--- src/rtl/cmos_stream_gen.sv ---
// cmos_stream_gen: synthetic CMOS-sensor pixel stream (vsync/href/valid/RGB565)
// with runtime frame geometry and a selectable position-dependent test pattern.
//
// state  | meaning
// IDLE   | waiting for enable and non-zero geometry
// VSYNC  | frame sync pulse, V_SYNC_LEN cycles
// VBACK  | vertical back porch, V_BACK_LEN cycles
// LINE   | active line, t_width*PIX_DIV cycles
// HBLANK | horizontal blanking after every line, H_BLANK cycles
//
// Outputs are registered from next-state values, so vsync of a new frame rises
// on the same edge that frame_done of the previous one does. enable is
// registered once, which gives one edge of start latency from IDLE.
module cmos_stream_gen #(
  parameter int V_SYNC_LEN = 16,
  parameter int V_BACK_LEN = 32,
  parameter int H_BLANK    = 64,
  parameter int PIX_DIV    = 1
) (
  input  logic        cam_pclk,
  input  logic        rst_n,
  input  logic        enable,
  input  logic [9:0]  t_width,
  input  logic [9:0]  t_high,
  input  logic [1:0]  pattern_sel,
  output logic        cmos_frame_vsync,
  output logic        cmos_frame_href,
  output logic        cmos_frame_valid,
  output logic [15:0] cmos_frame_data,
  output logic        frame_done
);

  typedef enum logic [2:0] {S_IDLE, S_VSYNC, S_VBACK, S_LINE, S_HBLANK} state_t;
  localparam int CW = 16;

  state_t        state_q, state_d;
  logic [CW-1:0] cnt_q, cnt_d;
  logic [9:0]    x_q, x_d, y_q, y_d, w_q, w_d, h_q, h_d;
  logic [1:0]    sel_q, sel_d;
  logic [7:0]    fcnt_q, fcnt_d;
  logic          en_q;
  logic          vsync_q, href_q, valid_q, done_q;
  logic [15:0]   data_q;

  logic          start_ok, last_cnt, last_line, load, emit, done_d;
  logic [9:0]    px;
  logic [15:0]   pix_d;
  logic [CW-1:0] line_len_m1;

  assign start_ok    = en_q && (t_width != 10'd0) && (t_high != 10'd0);
  assign last_cnt    = (cnt_q == '0);
  assign last_line   = (y_q == h_q - 10'd1);
  assign line_len_m1 = CW'(w_q) * CW'(PIX_DIV) - CW'(1);

  // Next-state, phase down-counter, line counter and config latch on frame start
  always_comb begin
    state_d = state_q;
    cnt_d   = cnt_q;
    y_d     = y_q;
    w_d     = w_q;
    h_d     = h_q;
    sel_d   = sel_q;
    done_d  = 1'b0;
    load    = 1'b0;
    unique case (state_q)
      S_IDLE: load = start_ok;
      S_VSYNC:
        if (last_cnt) begin
          state_d = S_VBACK;
          cnt_d   = CW'(V_BACK_LEN - 1);
        end else cnt_d = cnt_q - CW'(1);
      S_VBACK:
        if (last_cnt) begin
          state_d = S_LINE;
          cnt_d   = line_len_m1;
        end else cnt_d = cnt_q - CW'(1);
      S_LINE:
        if (last_cnt) begin
          state_d = S_HBLANK;
          cnt_d   = CW'(H_BLANK - 1);
        end else cnt_d = cnt_q - CW'(1);
      S_HBLANK:
        if (last_cnt) begin
          if (last_line) begin
            done_d  = 1'b1;
            load    = start_ok;
            state_d = S_IDLE;
          end else begin
            state_d = S_LINE;
            cnt_d   = line_len_m1;
            y_d     = y_q + 10'd1;
          end
        end else cnt_d = cnt_q - CW'(1);
      default: state_d = S_IDLE;
    endcase
    if (load) begin
      state_d = S_VSYNC;
      cnt_d   = CW'(V_SYNC_LEN - 1);
      w_d     = t_width;
      h_d     = t_high;
      sel_d   = pattern_sel;
      y_d     = 10'd0;
    end
  end

  // Pixel strobe, current x coordinate and pattern generation
  always_comb begin
    emit   = (state_d == S_LINE) && ((PIX_DIV == 1) || cnt_d[0]);
    px     = (state_q == S_LINE) ? x_q : 10'd0;
    x_d    = emit ? px + 10'd1 : x_q;
    fcnt_d = fcnt_q + {7'd0, done_d};
    unique case (sel_q)
      2'd0: pix_d = {y_d[5:0], px};
      2'd1:
        unique case (px[8:6])
          3'd0:    pix_d = 16'hFFFF;
          3'd1:    pix_d = 16'hFFE0;
          3'd2:    pix_d = 16'h07FF;
          3'd3:    pix_d = 16'h07E0;
          3'd4:    pix_d = 16'hF81F;
          3'd5:    pix_d = 16'hF800;
          3'd6:    pix_d = 16'h001F;
          default: pix_d = 16'h0000;
        endcase
      2'd2:    pix_d = (px[3] ^ y_d[3]) ? 16'hFFFF : 16'h0000;
      default: pix_d = {fcnt_q, fcnt_q};
    endcase
  end

  // State, counters, latched config and registered stream outputs
  always_ff @(posedge cam_pclk or negedge rst_n) begin
    if (!rst_n) begin
      state_q <= S_IDLE;
      cnt_q   <= '0;
      x_q     <= '0;
      y_q     <= '0;
      w_q     <= '0;
      h_q     <= '0;
      sel_q   <= '0;
      fcnt_q  <= '0;
      en_q    <= 1'b0;
      vsync_q <= 1'b0;
      href_q  <= 1'b0;
      valid_q <= 1'b0;
      done_q  <= 1'b0;
      data_q  <= '0;
    end else begin
      state_q <= state_d;
      cnt_q   <= cnt_d;
      x_q     <= x_d;
      y_q     <= y_d;
      w_q     <= w_d;
      h_q     <= h_d;
      sel_q   <= sel_d;
      fcnt_q  <= fcnt_d;
      en_q    <= enable;
      vsync_q <= (state_d == S_VSYNC);
      href_q  <= (state_d == S_LINE);
      valid_q <= emit;
      done_q  <= done_d;
      if (emit) data_q <= pix_d;
    end
  end

  assign cmos_frame_vsync = vsync_q;
  assign cmos_frame_href  = href_q;
  assign cmos_frame_valid = valid_q;
  assign cmos_frame_data  = data_q;
  assign frame_done       = done_q;

endmodule

--- config.mk ---
export PLATFORM = sky130hd
export DESIGN_NAME = cmos_stream_gen
export DESIGN_NICKNAME = d
export VERILOG_FILES = /design/src/rtl/cmos_stream_gen.sv
export SDC_FILE = /design/constraint.sdc
export NUM_CORES = 1
export LEC_CHECK = 0
export CORE_ASPECT_RATIO = 1.75
export CORE_UTILIZATION = 47
export CTS_BUF_LIST = sky130_fd_sc_hd__clkbuf_8 sky130_fd_sc_hd__clkbuf_16
export CTS_CLUSTER_SIZE = 40
export DETAILED_ROUTE_END_ITERATION = 10
export GPL_TIMING_DRIVEN = 0
export PLACE_DENSITY = 0.73
export SLEW_MARGIN = 5
export SYNTH_ARGS = -nofsm -noshare
export SYNTH_HDL_FRONTEND = slang
export SYNTH_SLANG_ARGS = --single-unit
--- constraint.sdc ---
create_clock -name cam_pclk -period 3.5 [get_ports cam_pclk]
set_clock_uncertainty 0.05 [all_clocks]
set_input_delay 0.7 -clock cam_pclk [delete_from_list [all_inputs] [get_ports cam_pclk]]
set_output_delay 0.7 -clock cam_pclk [all_outputs]
set_load 0.05 [all_outputs]
# --- Word level (Yosys, flattened, before mapping) ---
# Index checks and enable logic that the tools add are counted.
classes:
  addsub: 6
  n_eq_ne: 17
  muxes: 28
  bitwise: 1
  n_reduce_logical: 13
ops:
  columns: ["operator", "n"]
  rows:
  - ["16-bit 2-to-1 mux", 7]
  - ["16-bit case mux with 7 select lines", 1]
  - ["16-bit case mux with 4 select lines", 1]
  - ["10-bit 2-to-1 mux", 5]
  - ["16-bit case mux with 3 select lines", 1]
  - ["10-bit by 1-bit adder with 10-bit output, second input constant", 2]
  - ["10-bit nonzero test", 2]
  - ["16-bit logical NOT", 1]
  - ["16-bit by 1-bit subtractor with 16-bit output, second input constant", 1]
  - ["3-bit by 2-bit equality test with 1-bit output, second input constant", 5]
  - ["3-bit 2-to-1 mux", 5]
  - ["3-bit case mux with 5 select lines", 1]
  - ["3-bit equality test, second input constant", 4]
  - ["10-bit by 1-bit subtractor with 11-bit output, second input constant", 1]
  - ["10-bit equality test", 1]
  - ["10-bit by 1-bit subtractor with 10-bit output, second input constant", 1]
  - ["3-bit by 1-bit equality test with 1-bit output, second input constant", 3]
  - ["8-bit by 1-bit adder with 8-bit output", 1]
  - ["3-bit logical NOT", 2]
  - ["1-bit 2-to-1 mux", 5]
  - ["5-bit nonzero test", 1]
  - ["4-bit inequality test, second input constant", 1]
  - ["2-bit nonzero test", 2]
  - ["3-bit AND reduction", 1]
  - ["other kinds (9)", 10]
word_totals:
  reg_bits: 89
  in_bits: 25
  word_cells: 79

# --- Logic depth before layout (Yosys ltp) ---
depth:
  depth_word: 10
  mapped_depth: 15
  mapped_depth_nobuf: 13

# --- Worst setup path before layout ---
# No wires, ideal clock.
synth_timing:
  kind: "register to register"
  startpoint: "register h_q[0]"
  endpoint: "register fcnt_q[7]"
  setup_time_ns: 0.123
  t_arrival_ns: 3.073
  slack_ns: 0.254
  path_stages_with_launch: 16
  period_less_slack_ns: 3.246
  cell_sequence: "dfrtp_1 -> inv_1 -> ha_1 -> clkbuf_2 -> inv_1 -> or4_1 -> a211oi_1 -> o41a_1 -> and3_1 -> buf_6 -> and3_1 -> ha_1 -> and3_1 -> nand3_1 -> or2_2 -> xnor2_1"
synth_via:
  elab_chain_len: 6
synth_lines:
  columns: ["item", "line_no", "rtl"]
  rows:
  - ["start: declaration", "38", "logic [9:0] x_q, x_d, y_q, y_d, w_q, w_d, h_q, h_d;"]
  - ["start signal: assignment", "138", "h_q <= '0;"]
  - ["start signal: assignment", "153", "h_q <= h_d;"]
  - ["10-bit by 1-bit subtractor with 10-bit output", "52", "assign last_line = (y_q == h_q - 10'd1);"]
  - ["10-bit equality test", "52", null]
  - ["1-bit 2-to-1 mux", "84", "if (last_line) begin"]
  - ["1-bit 2-to-1 mux", "83", "if (last_cnt) begin"]
  - ["1-bit 2-to-1 mux", "65", "unique case (state_q)"]
  - ["via done_d", "45", "logic start_ok, last_cnt, last_line, load, emit, done_d;"]
  - ["8-bit by 1-bit adder with 8-bit output", "111", "fcnt_d = fcnt_q + {7'd0, done_d};"]
  - ["via fcnt_d[7]", "40", "logic [7:0] fcnt_q, fcnt_d;"]
  - ["end signal: assignment", "155", "fcnt_q <= fcnt_d;"]
  - ["end: declaration", "40", null]
# The timed path passes the listed nets, and every way through them passes these cells.
# A chain may end at the register's enable or synchronous reset.

# --- Worst setup path in the final report ---
# Same ends and word-level chain as after synthesis.

==> results.toml <==
[synthesis]
yosys_warnings = 0
syn_nets = 620
yosys_most_used_dff = "dfrtp_1"
synth-edff-count = 0
synth.avg_cell_area_um2 = 8.73
ys_ff_latch = 89
synthDistinctLibCells = 64
ys_async_sr_fraction = 1.00
netlist_area_um2 = 5130
synth_cells = 587
yosysSeqAreaShare = 0.434

[placed_design]
dp.cells = 762
finalWeightedCongestion = 0.945
dp_hpwl_um = 10200
placed_area_um2 = 5760
port-buffer-count = 44

[global_route]
grt_usage = 0.259
grt_max_degree = 50
grt_pass1_vias = 4614
antenna_found_initial = 0
gr-total-overflow = 0
grt_pass1_wl_um = 22400

[cells_and_area]
diodes = 0
fin_nets = 684
final_util = 0.582
nFillCells = 990
drive_above_1_share = 0.105
syn_to_final_growth_pct = 20.6
multi_input_area_um2 = 2740
seq_area_um2 = 2230
instances_no_fill = 786
final_area_um2 = 6180

[clock_tree]
cts.root.buffer_cell = "clkbuf_16"
cts_tree = "yes"
cts-htree-levels = 3
cts_sinks = 89
cts_buffer_depth = 2
ctsHoldBuffers = 0
clkTransAtPathRegs_ps = 60
cts-buffers-inserted = 9
clock_latency_ps = 350

[outcome]
status = "completed"

[worst_hold_path]
hp-class = "input pin to async pin"

[critical_path]
crit_arrival_ps = 3600
cpPeakStageDelay_ps = 510
worstSetupPathType = "flop to flop"
worstPathRequired_ps = 3690
cp-start-kind = "flop"
worstPathMaxFanout = 9
path_cells = "buf_4, or3_1, or3_1, o221ai_1, o41a_1, and3_4, buf_6, and3_4, ha_4, and3_1, nand3_2, or2_2, xnor2_1"
endpoint_kind = "flop"
reg2reg_slack_ps = 90
slowest_stage = "or3_1"

[die]
die_w_um = 81.0
start_util = 0.482
core_area_um2 = 10600
rows = 50
io_pins = 45
die_y_um = 140
dieArea_um2 = 11300

[detailed_routing]
antenna_left = 0
route.vias.total = 4724
routed_via_density = 6.01
drc = 0
wl_um = 13800
drt_iter0_drc = 299
firstDrtPassIters = 6
wire_per_inst_um = 17.6

[timing]
maxSlewViolCount = 0
slew_headroom = 0.345
setup_viol = 0
max_slew.worst_pin.slew_ps = 970
tns_ps = 0
fin_crit_sh = 0.975
min_period_ps = 3410
max_freq_mhz = 293
hold_violations = 0

[pwr]
vdd_ir_drop_max_mv = 0.465
finalPower_mw = 4.25
power.leakage_nw = 2.65
powerDensity_nw_per_um2 = 687

[job]
cap_violations = 0
==> logic make-up after synthesis <==
logic type	count (synthesis)	share of synthesized area
buf+inv	49	0.0420
flops	89	0.434
compound gates	153	0.205
simple gates	252	0.237
mux	1	0.00220
xor+xnor	35	0.0598
fa+ha+maj	8	0.0195
==> per-layer routing <==
metal	part of all wire	track usage	wire, um	vias up
met5	0	0	0	-
met4	0.053	0.170	734	0
met3	0.039	0.0430	539	52
met2	0.54	0.452	7420	168
met1	0.37	0.278	5150	2265
li1	-	-	-	2239
==> registers in the layout, summed over array words and instances (netlist names), 2 cells and up <==
signal and count:
x_q 10, h_q 10, sel_q 2, cnt_q 16, state_q 3, fcnt_q 8
y_q 10, cmos_frame_data 16, w_q 10
==> cells in the final DEF (no fill, tap or decap), types with 4 or more instances in the layout <==
cell,synthesis,final
nand2_1,95,95
dfrtp_1,89,88
nor2_1,55,55
clkdlybuf4s50_1,0,43
o21ai_0,31,31
a21oi_1,26,25
nand3_1,25,23
xnor2_1,21,21
a31oi_1,19,19
nor3_1,18,18
clkbuf_1,18,16
inv_1,15,15
xor2_1,14,14
buf_4,3,13
clkbuf_16,0,9
buf_2,8,8
o21a_1,8,8
and3_1,10,8
a21o_1,7,7
nor4_1,6,6
nand4_1,6,6
o22ai_1,6,6
a22oi_1,6,6
a41oi_1,6,6
ha_1,8,6
or3_1,5,5
or4_1,6,5
o41ai_1,5,5
o211ai_1,5,5
a21boi_0,5,5
nand2b_1,5,5
o2bb2ai_1,4,4
and2_1,4,4
o31ai_1,4,4
==> worst max-delay path, delay by kind of cell, from the launching register on <==
kind            cells  cell delay (ps)
flops               1              370
buf+inv             2              260
xor+xnor            1              120
simple gates        7             1870
compound gates      2              480
fa+ha+maj           1              140
==> cell type report <==
type / count / share of cell area
Tap cell: 130 / 0.0263
Clock buffer: 9 / 0.0364
Multi-Input combinational cell: 449 / 0.443
Sequential cell: 89 / 0.360
Inverter: 16 / 0.00971
Buffer: 32 / 0.0263
Timing Repair Buffer: 54 / 0.0862
Clock inverter: 7 / 0.0117
==> report_power, final <==
part           internal [mW]  switching [mW]  total (mW)
registers               1.29           0.225        1.52
clock network          0.553           0.420       0.973
logic                  0.680            1.08        1.76
total                   2.53            1.72        4.25
==> what timing repair did <==
item | CTS | global route
setup endpoints to repair | 35 | 58
buffers inserted | 1 | 8
pin swaps | 2 | 6
gates resized for setup | 5 | 15
==> metrics by stage <==
stage	setup WS, ps	hold slack (ps)
2_1_floorplan	254	354
3_3_place_gp	-1580	419
3_5_place_dp	-163	421
4_1_cts	36.7	297
5_1_grt	-27.8	315
6_report	87.9	282
==> Yosys cell counts (10+ instances only) <==
cell,instances,share of area
dfrtp_1,89,0.43
inv_1,15,0.011
nor2_1,55,0.040
clkbuf_1,18,0.013
nand3_1,25,0.024
xnor2_1,21,0.036
and3_1,10,0.012
nand2_1,95,0.070
a31oi_1,19,0.023
a21oi_1,26,0.025
xor2_1,14,0.024
o21ai_0,31,0.030
nor3_1,18,0.018
==> path summary, 6_finish.rpt <==
kind,start,end,cells after the start
max in group asynchronous,rst_n,cnt_q[5],2
worst min-delay path,rst_n,fcnt_q[6],1
worst min register to register,fcnt_q[7],fcnt_q[7],1
min in group cam_pclk,fcnt_q[7],fcnt_q[7],1
worst max-delay path,h_q[0],fcnt_q[7],13
worst max register to register,h_q[0],fcnt_q[7],13
No activity file was read; power rests on OpenSTA's default activity.
